==> config.mk <==
export PLATFORM = sky130hd
export DESIGN_NAME = axi_ts_measure_arb
export DESIGN_NICKNAME = d
export VERILOG_FILES = /design/src/rtl/axi_ts_pkg.sv /design/src/rtl/axi_ts_rr_pick.sv /design/src/rtl/axi_ts_measure_arb.sv
export SDC_FILE = /design/constraint.sdc
export NUM_CORES = 1
export LEC_CHECK = 0
export BUFFER_PORTS_ARGS = -buffer_cell sky130_fd_sc_hd__buf_4
export CAP_MARGIN = 5
export CELL_PAD_IN_SITES_DETAIL_PLACEMENT = 1
export CELL_PAD_IN_SITES_GLOBAL_PLACEMENT = 2
export CORE_MARGIN = 2
export CORE_UTILIZATION = 26
export DETAILED_ROUTE_END_ITERATION = 8
export PLACE_DENSITY = 0.73
export SYNTH_ARGS = -nofsm -noshare
export SYNTH_HDL_FRONTEND = slang
export SYNTH_SLANG_ARGS = --single-unit
==> constraint.sdc <==
create_clock -name clk -period 2 [get_ports clk]
set_input_delay 0.1 -clock clk [delete_from_list [all_inputs] [get_ports clk]]
set_output_delay 0.1 -clock clk [all_outputs]
set_load 0.01 [all_outputs]
==> src/rtl/axi_ts_pkg.sv <==
// Shared types and helpers for the measurement-device arbiter.
// Latency: n/a (declarations only).
// Backpressure: n/a.
package axi_ts_pkg;

    // Largest requester count the arbiter is built and verified for.
    localparam int MAX_REQ = 8;

    typedef enum logic [1:0] {
        IDLE    = 2'd0,
        GRANT   = 2'd1,
        BUSY    = 2'd2,
        RELEASE = 2'd3
    } ARB_STATE_T;

    // Index width that never collapses to zero bits for tiny counts.
    function automatic int safe_clog2(input int n);
        return (n <= 2) ? 1 : $clog2(n);
    endfunction

endpackage

==> src/rtl/axi_ts_rr_pick.sv <==
// Round-robin picker: first set request at or above rr_ptr, wrapping to 0.
// Latency: purely combinational.
// Backpressure: none; valid is low when no request is set.
//
// Ports:
//   req    - request vector, one bit per requester
//   rr_ptr - highest-priority index for this pick
//   valid  - at least one request set
//   index  - chosen requester
module axi_ts_rr_pick import axi_ts_pkg::*; #(
    parameter  int N_REQ = 4,
    localparam int ID_W  = safe_clog2(N_REQ)
) (
    input  logic [N_REQ-1:0] req,
    input  logic [ID_W-1:0]  rr_ptr,
    output logic             valid,
    output logic [ID_W-1:0]  index
);

    logic [ID_W-1:0] cand;

    // Scan offsets from farthest to nearest; the nearest set bit is written
    // last and therefore wins, giving a priority chain without a break.
    always_comb begin
        valid = 1'b0;
        index = '0;
        cand  = '0;
        for (int off = N_REQ - 1; off >= 0; off--) begin
            cand = ID_W'((int'(rr_ptr) + off) % N_REQ);
            if (req[cand]) begin
                valid = 1'b1;
                index = cand;
            end
        end
    end

endmodule

==> src/rtl/axi_ts_measure_arb.sv <==
// Shares one measurement device among N_REQ trigger cores, round-robin, with RTC stamp and busy timeout.
// Latency: dev_start 1 cycle after req_start; req_ready/req_done 1 cycle after dev_ready/dev_done.
// Backpressure: requesters hold req_start until req_ready; dev_start is held until dev_ready.
//
// Ports:
//   clk, rst            - clock, synchronous active-high reset
//   rtc_sec, rtc_nsec   - free-running RTC, sampled when the device accepts
//   ctrl_abort          - drop the current grant silently and return to IDLE
//   req_start           - per-requester start level
//   req_ready, req_done - per-requester one-cycle pulses; req_error qualifies req_done
//   dev_start/ready/done- device action handshake
//   grant_id            - current or last owner
//   grant_sec/nsec      - RTC captured at device acceptance
//   stat_busy           - grant outstanding (GRANT or BUSY)
//   stat_timeout        - sticky: a busy timeout has happened since reset
module axi_ts_measure_arb import axi_ts_pkg::*; #(
    parameter  int N_REQ          = 4,
    parameter  int TIMEOUT_CYCLES = 1000000,
    parameter  int CNT_W          = 32,
    localparam int ID_W           = safe_clog2(N_REQ)
) (
    input  logic              clk,
    input  logic              rst,
    input  logic [31:0]       rtc_sec,
    input  logic [31:0]       rtc_nsec,
    input  logic              ctrl_abort,
    input  logic [N_REQ-1:0]  req_start,
    output logic [N_REQ-1:0]  req_ready,
    output logic [N_REQ-1:0]  req_done,
    output logic              req_error,
    output logic              dev_start,
    input  logic              dev_ready,
    input  logic              dev_done,
    output logic [ID_W-1:0]   grant_id,
    output logic [31:0]       grant_sec,
    output logic [31:0]       grant_nsec,
    output logic              stat_busy,
    output logic              stat_timeout
);

    localparam bit              TO_EN   = (TIMEOUT_CYCLES != 0);
    localparam logic [CNT_W-1:0] TO_LAST = CNT_W'((TIMEOUT_CYCLES > 0) ? TIMEOUT_CYCLES - 1 : 0);

    ARB_STATE_T      state;
    logic [ID_W-1:0] rr_ptr;
    logic [CNT_W-1:0] busy_cnt;
    logic            pick_vld;
    logic [ID_W-1:0] pick_idx;

    axi_ts_rr_pick #(
        .N_REQ (N_REQ)
    ) u_pick (
        .req    (req_start),
        .rr_ptr (rr_ptr),
        .valid  (pick_vld),
        .index  (pick_idx)
    );

    // stat_busy is written alongside every state change so it always
    // reflects whether the next state is GRANT or BUSY.
    always_ff @(posedge clk) begin
        if (rst) begin
            state        <= IDLE;
            rr_ptr       <= '0;
            busy_cnt     <= '0;
            req_ready    <= '0;
            req_done     <= '0;
            req_error    <= 1'b0;
            dev_start    <= 1'b0;
            grant_id     <= '0;
            grant_sec    <= '0;
            grant_nsec   <= '0;
            stat_busy    <= 1'b0;
            stat_timeout <= 1'b0;
        end else begin
            req_ready <= '0;
            req_done  <= '0;
            req_error <= 1'b0;

            if (ctrl_abort) begin
                state     <= IDLE;
                dev_start <= 1'b0;
                stat_busy <= 1'b0;
            end else begin
                case (state)
                    IDLE: begin
                        if (pick_vld) begin
                            grant_id  <= pick_idx;
                            dev_start <= 1'b1;
                            stat_busy <= 1'b1;
                            state     <= GRANT;
                        end
                    end

                    GRANT: begin
                        // Acceptance wins over a same-cycle withdraw: the
                        // device has already committed to the measurement.
                        if (dev_ready) begin
                            dev_start           <= 1'b0;
                            grant_sec           <= rtc_sec;
                            grant_nsec          <= rtc_nsec;
                            req_ready[grant_id] <= 1'b1;
                            busy_cnt            <= '0;
                            state               <= BUSY;
                        end else if (!req_start[grant_id]) begin
                            dev_start <= 1'b0;
                            stat_busy <= 1'b0;
                            state     <= IDLE;
                        end
                    end

                    BUSY: begin
                        busy_cnt <= busy_cnt + 1'b1;
                        // dev_done is checked first so it wins a tie with the timeout.
                        if (dev_done) begin
                            req_done[grant_id] <= 1'b1;
                            stat_busy          <= 1'b0;
                            state              <= RELEASE;
                        end else if (TO_EN && (busy_cnt == TO_LAST)) begin
                            req_done[grant_id] <= 1'b1;
                            req_error          <= 1'b1;
                            stat_timeout       <= 1'b1;
                            stat_busy          <= 1'b0;
                            state              <= RELEASE;
                        end
                    end

                    RELEASE: begin
                        rr_ptr <= (grant_id == ID_W'(N_REQ - 1)) ? '0 : grant_id + 1'b1;
                        state  <= IDLE;
                    end

                    default: state <= IDLE;
                endcase
            end
        end
    end

endmodule

# After elaboration in Yosys (flattened, before gate mapping)

Index checks and enable logic that the tools add are counted.

Flip-flop bits (word level): 114
Output and inout port bits: 78
Input bits: 73
Word-level logic and storage cells: 96

Reductions and logical operators: 17
$add $sub $neg: 5
Muxes and demuxes: 40
Eq/ne operators: 11
Magnitude comparators: 6
Bitwise gates (word level): 5

Operators with widths:

| operator                                                                      | count |
|---|---|
| 32-bit one-hot mux with 2 select lines                                        | 1 |
| 32-bit by 1-bit adder with 32-bit output (second input constant)              | 1 |
| 32-bit by 20-bit equality test with 1-bit output (second input constant)      | 1 |
| 32-bit two-way mux                                                            | 1 |
| 2-bit two-way mux                                                             | 10 |
| 1-bit two-way mux                                                             | 17 |
| 2-bit by 3-bit less-than comparator with 1-bit output (second input constant) | 5 |
| 3-bit AND reduction                                                           | 5 |
| 1-bit binary-select mux with 2-bit select                                     | 5 |
| 4-bit two-way mux                                                             | 2 |
| 2-bit inequality test (second input constant)                                 | 4 |
| 2-bit one-hot mux with 4 select lines                                         | 1 |
| 4-bit OR reduction                                                            | 2 |
| 2-bit equality test (second input constant)                                   | 3 |
| 3-bit inequality test (second input constant)                                 | 2 |
| 1-bit NOT                                                                     | 5 |
| 5-bit AND reduction                                                           | 1 |
| 2-bit by 1-bit adder with 2-bit output (second input constant)                | 2 |
| 2-bit adder (second input constant)                                           | 2 |
| 4-bit AND reduction                                                           | 1 |
| 2-bit nonzero test                                                            | 2 |
| 1-bit one-hot mux with 3 select lines                                         | 1 |
| 3-bit nonzero test                                                            | 1 |
| 3-bit OR reduction                                                            | 1 |
| other kinds (8)                                                               | 8 |

# Longest topological paths before layout

Gate-level depths: netlist of run 1.

Depth in word-level cells: 9
Depth in mapped cells: 8
Depth with buffers taken out: 7

# By module

A second synthesis of run 1 with hierarchy kept.

Cell total of the unflattened synthesis: 550
Area, all modules: 4594.4 µm²

By module, submodules not included:

| module             | instances | area each (µm²) | cells each | seq. area each (µm²) |
|---|---|---|---|---|
| axi_ts_measure_arb | 1         | 4516.8          | 537        | 2282.2 |
| axi_ts_rr_pick     | 1         | 77.6            | 13         | 0.0 |

# Worst setup path before layout of run 1

No wires, ideal clock.

Path kind: flip-flop to flip-flop
Start point: reg with a tool-made name
End point: reg busy_cnt[31]
Cell stages (with the launch flop): 8
Data required time: 1879 ps
Setup time: 121 ps
Data arrival time: 1939 ps
Path buffers: 0
Setup slack: -59 ps
Period minus slack after synthesis: 2059 ps
Cell sequence: dfxtp_1 inv_1 ha_1 mux2i_2 nor4_4 nand4_1 nor2_1 mux2_2

RTL lines:

| item                 | line                      | RTL |
|---|---|---|
| end signal, assigned | axi_ts_measure_arb.sv:113 | `busy_cnt <= busy_cnt + 1'b1;` |
| end, declared        | axi_ts_measure_arb.sv:46  | `logic [CNT_W-1:0] busy_cnt;` |

==> flow_summary.toml, run 1 <==
[status]
outcome = "complete, no violations"

[cells_and_area]
seq_area_sq_um = 2283
drive_gt1_share_pct = 29.21
n_fill_cell = 2032
nets = 870
utilization_pct = 43.32
area_growth_pct = 63.21
antenna_cells = 0
multi_input_area_sq_um = 2242
fin_cells = 1026

[worst_setup_path]
crit_type = "register to register"
reg2reg_to = "busy_cnt[31]"
worstPathCellList = "inv_1 -> ha_2 -> buf_4 -> nand2_1 -> or2_2 -> o21ai_1 -> buf_4 -> nor2_1 -> mux2_2"
r2r_setup_slack_ns = 0.14
slowest_stage = "dfxtp_2"
setup.worst_path.end = "busy_cnt[31]"
worstPathRequired_ns = 2.30
critPathLaunchType = "register"
worst_setup_path_end_kind = "register"
ff2ff_path_depth = 9
worst_ep_arrival_time_ns = 2.16
cp_max_fo = 6
crit_top_cell = "buf_4"
cp_slowest_stage_delay_ns = 0.34

[timing]
setup_viol = 0
fmax_mhz = 536.7
worst_pin_slew_ns = 0.6366
finalHoldViolCount = 0
maxSlewHeadroom_pct = 57.56
period_minus_slack_ns = 1.863
maxSlewViolCount = 0
skew_ns = 0.009830
tns_ns = 0
grt_setup_unrepaired = "false"
timing.final.crit_share_pct = 93.17
hold_slack_ns = 0.02052

[power_and_ir_drop]
power.leakage_nw = 3.089
p_total_mw = 5.956
peakVddDrop_mv = 0.5881
p_per_area_nw_per_um2 = 794.9

[yosys]
synth.distinct_cells = 43
async_reset_ff_share_pct = 0
seq_area_frac_synth_pct = 49.71
avgSynthCellArea_sq_um = 8.331
synth_largest_area_cell = "dfxtp_1"
syn-num-nets = 633
ys_warn_count = 0
synthTopCellsByArea = "dfxtp_1, nand2_1, a21oi_1"
synth-edff-count = 0
yosys_register_bits = 114
syn-cell-area_sq_um = 4591
synth-main-ff-cell = "dfxtp_1"
synth_cells = 551
synth_top_area_share_pct = 49.71

[floorplan]
coreArea_sq_um = 17300
die_area_sq_um = 18730
start_util_pct = 26.54
die_w_um = 136.9
ioPinCount = 151
fp.dieH_um = 136.9
rows = 48

[detailed_routing]
dr.first_iter.drc_count = 140
routed_wl_um = 15260
vias = 4673
viasPerCell = 4.555
drtAntennaViolNets = 0
drt_pass1_iterations = 4
wl_per_cell_um = 14.87
drc = 0

[clock_tree]
worstSkewPairLatency_ns = 0.42
clkTransAtPathRegs_ns = 0.06
clkSinkCount = 114
htreeDepth = 4
ctsRootBufferMaster = "clkbuf_16"
clockBufferDepth = 2
cts_made_buffers = 17
cts_tree = "yes"

[hold_path]
holdCritPathClass = "primary input to register"

[global_route]
gr-total-overflow = 0
grt_pass1_wl_um = 24770
grt_pass1_vias = 5054
grt.total_usage_pct = 16.73
grt_max_degree = 65
antenna_found_initial = 0

[flow_run]
maxCapViolations = 0

[placement]
port_buffers = 150
place.gp.congestion = 0.7826
place_inst = 928
place_hpwl_um = 10150
## cells in the mapped netlist, drive strengths merged, types with 2 or more instances
cell / n
nand2: 144
dfxtp: 114
a21oi: 77
nor2: 41
xor2: 24
clkbuf: 23
nand4: 16
nand3: 12
and2: 11
inv: 10
ha: 9
nor4: 8
o21ai: 8
and3: 7
nor3: 6
buf: 5
mux2i: 5
and4: 4
xnor2: 4
nand3b: 3
nor2b: 3
or4: 3
or3: 2
## cells by family (layout without fill, tap and decap cells)
group	count (synthesis)	after routing	synth area share (%)
flip-flops	114	114	49.71
AND/OR/NAND/NOR	264	264	26.96
adder cells (fa/ha/maj)	9	9	2.453
buffers and inverters	38	288	3.216
AO/OA/AOI/OAI	91	91	10.41
XOR/XNOR	28	28	5.342
multiplexers	7	7	1.908
## report_power, final
group / total (mW) / internal, mW / leakage [nW] / switching [mW]
clock network: 3.16 / 2.06 / 0.302 / 1.10
registers: 2.32 / 2.30 / 0.921 / 0.0197
logic: 0.472 / 0.267 / 1.87 / 0.205
total: 5.96 / 4.63 / 3.09 / 1.33
## worst max-delay path, delay by kind of cell (launching register included)
| kind | cells | cell delay (ns) |
|---|---|---|
| AOI/OAI and AO/OA | 1 | 0.12 |
| DFF | 1 | 0.34 |
| adders and majority gates | 1 | 0.22 |
| buffers and inverters | 3 | 0.39 |
| muxes | 1 | 0.26 |
| and+or+nand+nor | 3 | 0.42 |
## registers in the layout, summed over array words and instances, names as in the netlist, 2 cells and up, named ones only
signal / flops
grant_id: 2
busy_cnt: 32
grant_nsec: 32
req_done: 4
req_ready: 4
grant_sec: 32
rr_ptr: 2
## per-stage QoR
step	instance area, sq um	setup slack, ns
global placement	6133	0.03017
CTS	7425	-0.1021
global route	7492	0.01937
finish	7492	0.1366
floorplan	4591	0.05859
detailed placement	6133	-0.09396
## worst min-delay path by stage
stage | from | endpoint | depth (start not counted)
4_1_cts | rst | rr_ptr[1] | 2
3_3_place_gp | dev_done | req_error | 2
6_report | rst | rr_ptr[1] | 2
5_1_grt | rst | grant_sec[26] | 2
3_5_place_dp | dev_done | req_error | 2
2_1_floorplan | dev_done | req_error | 1
## layer usage
layer | GRT usage (%) | routed length [um] | vias to the layer above
li1 | - | - | 2315
met1 | 19.75 | 6625 | 2221
met2 | 27.86 | 7313 | 117
met3 | 6.259 | 1085 | 20
met4 | 5.842 | 232 | 0
met5 | 0 | 0 | -
## cell usage in the layout, fill, tap and decap left out, drive strengths merged, types with 2 or more instances in the layout
cell type | synthesis | routed
buf | 5 | 181
nand2 | 144 | 144
dfxtp | 114 | 114
a21oi | 77 | 77
dlygate4sd3 | 0 | 65
nor2 | 41 | 41
xor2 | 24 | 24
clkbuf | 23 | 20
nand4 | 16 | 16
nand3 | 12 | 12
and2 | 11 | 11
inv | 10 | 11
ha | 9 | 9
o21ai | 8 | 8
nor4 | 8 | 8
and3 | 7 | 7
nor3 | 6 | 6
clkinv | 0 | 6
mux2i | 5 | 5
xnor2 | 4 | 4
and4 | 4 | 4
nand3b | 3 | 3
nor2b | 3 | 3
bufinv | 0 | 3
or4 | 3 | 3
or3 | 2 | 2
clkinvlp | 0 | 2
## timing repair
item	CTS	global route
hold endpoints to repair	65	0
setup buffers	0	1
gates resized for setup	3	11
hold buffers	65	0
endpoints found under the setup margin	53	76
pin swaps	0	5
gates cloned	0	0
## final cells by class
type,instances,share of cell area [%]
Clock inverter,12,2.071
Timing Repair Buffer,246,27.04
Multi-Input combinational cell,399,29.93
Sequential cell,114,30.48
Inverter,10,0.5010
Tap cell,225,3.758
Clock buffer,20,6.229
Note: power is estimated with default switching activity, not from simulation.
==> inputs of run 2 (changes only) <==
--- a/config.mk
+++ b/config.mk
@@ -11,6 +11,7 @@
 export CELL_PAD_IN_SITES_GLOBAL_PLACEMENT = 2
 export CORE_MARGIN = 2
 export CORE_UTILIZATION = 26
+export CTS_BUF_LIST = sky130_fd_sc_hd__clkbuf_4
 export DETAILED_ROUTE_END_ITERATION = 8
 export PLACE_DENSITY = 0.73
 export SYNTH_ARGS = -nofsm -noshare
==> run 2 against run 1 <==
Against the previous run:
- wire length is 0.22% higher
- flip-flop and latch count stayed put
- non-clock buffer count is 6 higher
- clock power is 43% lower
- via count is 1.2% higher
- cell area is 3.6% lower
- register-to-register slack worse by 0.02 ns
- fmax is 0.99% lower
- largest power group is now registers
==> flow_summary.toml, run 2 (synthesized netlist as in run 1, its figures left out) <==
[status]
outcome = "complete, no violations"

[floorplan]
start_util_pct = 26.54
die_area_sq_um = 18730
fp.dieH_um = 136.9
ioPinCount = 151
coreArea_sq_um = 17300
die_w_um = 136.9
rows = 48

[worst_setup_path]
worst_ep_arrival_time_ns = 2.34
cp_max_fo = 5
crit_type = "register to register"
worst-path-stages = 5
timing.rr.start = "busy_cnt[20]"
crit_family = "simple AND/OR/NAND/NOR gates"
critical_path_buf_inv_count = 0
startpoint = "busy_cnt[20]"
ff2ff_path_depth = 5
cp_slowest_stage_delay_ns = 0.54
r2r_setup_slack_ns = 0.12
worst_setup_path_end_kind = "register"
worstPathRequired_ns = 2.46
critPathLaunchType = "register"
worstPathCellList = "nor4_2 -> nand3b_1 -> or4_4 -> a211oi_2 -> mux2i_1"
slowest_stage = "or4_4"

[detailed_routing]
drc = 0
drt_pass1_iterations = 4
drtAntennaViolNets = 0
vias = 4729
wl_per_cell_um = 14.82
routed_wl_um = 15290
viasPerCell = 4.582
dr.first_iter.drc_count = 124

[global_route]
grt_max_degree = 65
gr-total-overflow = 0
antenna_found_initial = 0
grt_pass1_vias = 5063
grt_pass1_wl_um = 24760
grt.total_usage_pct = 16.72

[cells_and_area]
antenna_cells = 0
nets = 876
multi_input_area_sq_um = 2238
seq_area_sq_um = 2286
utilization_pct = 41.76
mostFrequentLayoutCells = "buf_4, nand2_1, dfxtp_1"
area_growth_pct = 57.35
drive_gt1_share_pct = 28.87
fin_cells = 1032
stdcell_area_sq_um = 7223
n_fill_cell = 2060
largestRegisters = "busy_cnt (32), grant_nsec (32), grant_sec (32)"
layout_commonest_cell = "buf_4"

[flow_run]
maxCapViolations = 0

[placement]
place_hpwl_um = 10150
place_inst = 928
placed_cell_area_sq_um = 6133
port_buffers = 150
place.gp.congestion = 0.7826

[timing]
fmax_mhz = 531.3
finalHoldViolCount = 0
maxSlewHeadroom_pct = 57.80
worst_pin_slew_ns = 0.6331
skew_ns = 0.01899
grt_setup_unrepaired = "true"
setup_viol = 0
timing.final.crit_share_pct = 94.10
maxSlewViolCount = 0
period_minus_slack_ns = 1.882

[hold_path]
holdCritPathClass = "primary input to register"
hold_path_startpoint = "req_start[2]"

[clock_tree]
cts_tree = "yes"
worstSkewPairLatency_ns = 0.54
ctsRootBufferMaster = "clkbuf_4"
htreeDepth = 4
clockBufferDepth = 2
cts_made_buffers = 17
clkSinkCount = 114
clkTransAtPathRegs_ns = 0.12

[power_and_ir_drop]
p_sw_mw = 1.169
comb_power_share_pct = 10.5
swShare_pct = 25.42
peakVddDrop_mv = 0.3333
cellInternalPower_mw = 3.429
p_per_area_nw_per_um2 = 636.6
clockPowerShare_pct = 39.1
seq_power_share_pct = 50.5
power.leakage_nw = 2.970
-- run 2: area by class of cell --
cell class | count | share of cell area, %
well taps | 225 | 3.897
clock buffers | 17 | 1.767
multi-input cells | 399 | 30.99
clock inverters | 15 | 2.304
inverters | 10 | 0.5197
flip-flops and latches | 114 | 31.65
repair buffers | 252 | 28.88
-- run 2: layer usage --
layer | up-vias | global-route usage (%) | part of all wire, %
li1 | 2328 | - | -
met1 | 2252 | 19.53 | 42
met2 | 128 | 27.72 | 49
met3 | 21 | 6.481 | 7.4
met4 | 0 | 6.300 | 1.7
met5 | - | 0 | 0
-- run 2: power by group through the flow --
stage / combinational (mW) / sequential (mW) / clock, mW
after global routing: 0.525 / 2.33 / 1.97
after global placement: 0.352 / 2.37 / 0
final: 0.482 / 2.32 / 1.80
after floorplan: 0.128 / 2.38 / 0
after detailed placement: 0.361 / 2.37 / 0
after CTS: 0.478 / 2.32 / 1.87
-- run 2: worst register-to-register path, cell delays in order (launching register included) --
cell      delay (ns)
dfxtp_2         0.36
nor4_2          0.29
nand3b_1        0.14
or4_4           0.54
a211oi_2        0.26
mux2i_1         0.22
-- run 2: what timing repair did --
item / 4_1_cts / 5_1_grt
buffers inserted: 0 / 1
resized for setup: 5 / 10
setup endpoints to repair: 69 / 91
pin swaps: 1 / 3
endpoints found under the hold margin: 76 / 0
hold buffers: 71 / 0
-- run 2: worst min-delay path by stage --
stage | end | slack (ns) | depth (start not counted)
final | grant_id[0] | 0.06 | 4
after global routing | grant_id[0] | 0.05 | 4
after CTS | grant_id[1] | 0.02 | 5
after detailed placement | req_error | 0.31 | 2
after global placement | req_error | 0.31 | 2
after floorplan | req_error | 0.19 | 1
-- run 2: stage by stage --
| step | setup WS [ns] | hold slack, ns | TNS (ns) | total power, mW |
|---|---|---|---|---|
| 3_5_place_dp | -0.09396 | 0.3145 | -0.6109 | 2.733 |
| 3_3_place_gp | 0.03017 | 0.3133 | 0 | 2.722 |
| 2_1_floorplan | 0.05859 | 0.1902 | 0 | 2.512 |
| 6_report | 0.1179 | 0.05774 | 0 | 4.598 |
| 4_1_cts | 0.007464 | 0.01718 | 0 | 4.670 |
| 5_1_grt | -0.002122 | 0.04715 | -0.002660 | 4.823 |
==> inputs of run 3 (changes only) <==
--- a/config.mk
+++ b/config.mk
@@ -13,7 +13,7 @@
 export CORE_UTILIZATION = 26
 export CTS_BUF_LIST = sky130_fd_sc_hd__clkbuf_4
 export DETAILED_ROUTE_END_ITERATION = 8
-export PLACE_DENSITY = 0.73
+export PLACE_DENSITY = 0.85
 export SYNTH_ARGS = -nofsm -noshare
 export SYNTH_HDL_FRONTEND = slang
 export SYNTH_SLANG_ARGS = --single-unit
==> run 3 against run 2 <==
Against the previous run:
- sequential share of layout area rose by 0.075 points
- wire length rose by 5.9%
- clock-buffer cell count rose by 3
- non-clock buffer count fell by 3
- fmax fell by 0.75%
- cell area fell by 0.35%
- clock power rose by 7%
- critical path depth did not move
- power rose by 3.0%
- cell count fell by 0.19%
- first-iteration DRC count fell by 15%
- via count rose by 0.70%
==> flow_summary.toml, run 3 (synthesized netlist as in run 1, its figures left out) <==
[power_and_ir_drop]
clockPowerShare_pct = 40.6
p_sw_mw = 1.142
cellInternalPower_mw = 3.593
p_per_area_nw_per_um2 = 657.8
swShare_pct = 24.11
comb_power_share_pct = 10.4
peakVddDrop_mv = 0.2938
power.leakage_nw = 2.941
p_total_mw = 4.735
seq_power_share_pct = 49.0

[clock_tree]
cts_tree = "yes"
cts_made_buffers = 17
clkSinkCount = 114
clkTransAtPathRegs_ns = 0.11
worstSkewPairLatency_ns = 0.53
htreeDepth = 4
ctsRootBufferMaster = "clkbuf_4"
clockBufferDepth = 2

[timing]
period_minus_slack_ns = 1.896
timing.final.crit_share_pct = 94.81
fin_ws_ns = 0.1037
maxSlewHeadroom_pct = 55.40
finalHoldViolCount = 0
fmax_mhz = 527.3
setup_viol = 0
maxSlewViolCount = 0
skew_ns = 0.01816
worst_pin_slew_ns = 0.6690

[worst_setup_path]
timing.rr.start = "busy_cnt[8]"
worst_ep_arrival_time_ns = 2.36
crit_family = "simple AND/OR/NAND/NOR gates"
worstPathRequired_ns = 2.47
slowest_stage = "or4_4"
ff2ff_path_depth = 5
cp_max_fo = 5
r2r_setup_slack_ns = 0.10
worstPathCellList = "nor4b_2 -> nand4_1 -> or4_4 -> a211oi_2 -> mux2i_1"
worst_setup_path_end_kind = "register"
cp_slowest_stage_delay_ns = 0.60
critPathLaunchType = "register"
crit_type = "register to register"
critical_path_buf_inv_count = 0

[detailed_routing]
drtAntennaViolNets = 0
viasPerCell = 4.623
routed_wl_um = 16190
dr.first_iter.drc_count = 106
drc = 0
vias = 4762
wl_per_cell_um = 15.72
drt_pass1_iterations = 4

[placement]
place_ws_ns = -0.008918
port_buffers = 150
placed_cell_area_sq_um = 6088
place_hpwl_um = 10460
place.gp.congestion = 0.7872

[cells_and_area]
area_growth_pct = 56.80
seq_area_sq_um = 2283
layout_commonest_cell = "buf_4"
n_fill_cell = 2042
largestRegisters = "busy_cnt (32), grant_nsec (32), grant_sec (32)"
nets = 873
stdcell_area_sq_um = 7198
mostFrequentLayoutCells = "buf_4, nand2_1, dfxtp_1"
multi_input_area_sq_um = 2210
utilization_pct = 41.62
drive_gt1_share_pct = 28.11

[flow_run]
maxCapViolations = 0

[global_route]
grt.total_usage_pct = 17.92
gr-total-overflow = 0
grt_max_degree = 65
antenna_found_initial = 1
grt_pass1_vias = 5211
grt_pass1_wl_um = 26130

[hold_path]
min_delay_path_depth = 4
hold_path_startpoint = "req_start[2]"
hold_end = "grant_id[0]"
holdCritPathClass = "primary input to register"

[floorplan]
die_w_um = 136.9
start_util_pct = 26.54
fp.dieH_um = 136.9
ioPinCount = 151
coreArea_sq_um = 17300
rows = 48
die_area_sq_um = 18730

[status]
outcome = "complete, no violations"
## run 3: changes by cell type in the layout (fill, tap and decap cells not counted), sizes merged
cell,change
buf,-4
bufinv,+1
clkbuf,+4
clkinv,-4
clkinvlp,+1
diode,+1
inv,-1
## run 3: worst reg2reg max path, cell delays in order (launching register included)
cell,delay (ns)
dfxtp_1,0.38
nor4b_2,0.30
nand4_1,0.14
or4_4,0.60
a211oi_2,0.22
mux2i_1,0.20
## run 3: what timing repair did
item	in CTS	in global routing
hold endpoints to repair	77	0
pin swaps	1	1
endpoints found under the setup margin	5	34
resized for setup	1	10
hold buffers	71	0
setup buffers	0	4
## run 3: per-layer routing
layer	vias up	wire, um	part of all wire [%]	global-route usage [%]
met1	2293	6717	41	20.79
met2	125	8107	50	30.19
met4	0	260	1.6	6.586
met5	-	0	0	0
li1	2324	-	-	-
met3	20	1107	6.8	6.593
## run 3: per-stage QoR
| step | instances | TNS, ns | hold WS [ns] |
|---|---|---|---|
| after detailed placement | 922 | -0.008918 | 0.3165 |
| after floorplan | 551 | 0 | 0.1902 |
| after global placement | 922 | 0 | 0.3088 |
| after CTS | 1025 | 0 | 0.01244 |
| after global routing | 1030 | -0.008035 | 0.07188 |
| final | 1030 | 0 | 0.07018 |
## run 3: area by class of cell
class                           count  area share, %
Inverter                           10         0.5215
Multi-Input combinational cell    399          30.70
Antenna cell                        1        0.03476
Clock inverter                     12          2.277
Timing Repair Buffer              249          28.75
Tap cell                          225          3.911
Clock buffer                       20          2.086
Sequential cell                   114          31.72
## run 3: worst max-delay path by stage
| stage | start | to | slack (ns) | depth (start not counted) |
|---|---|---|---|---|
| 2_1_floorplan | register | busy_cnt[31] | 0.06 | 7 |
| 3_3_place_gp | busy_cnt[8] | register | 0.10 | 5 |
| 3_5_place_dp | register | busy_cnt[30] | -0.009 | 7 |
| 4_1_cts | state[0] | busy_cnt[11] | 0.006 | 8 |
| 5_1_grt | busy_cnt[7] | register | -0.008 | 5 |
| 6_report | busy_cnt[8] | register | 0.10 | 5 |
## run 3: power groups by stage
stage               combinational [mW]  clock (mW)  sequential [mW]
floorplan                        0.128           0             2.38
global placement                 0.349           0             2.37
detailed placement               0.363           0             2.37
CTS                              0.477        2.00             2.32
global route                     0.531        2.11             2.33
finish                           0.491        1.92             2.32
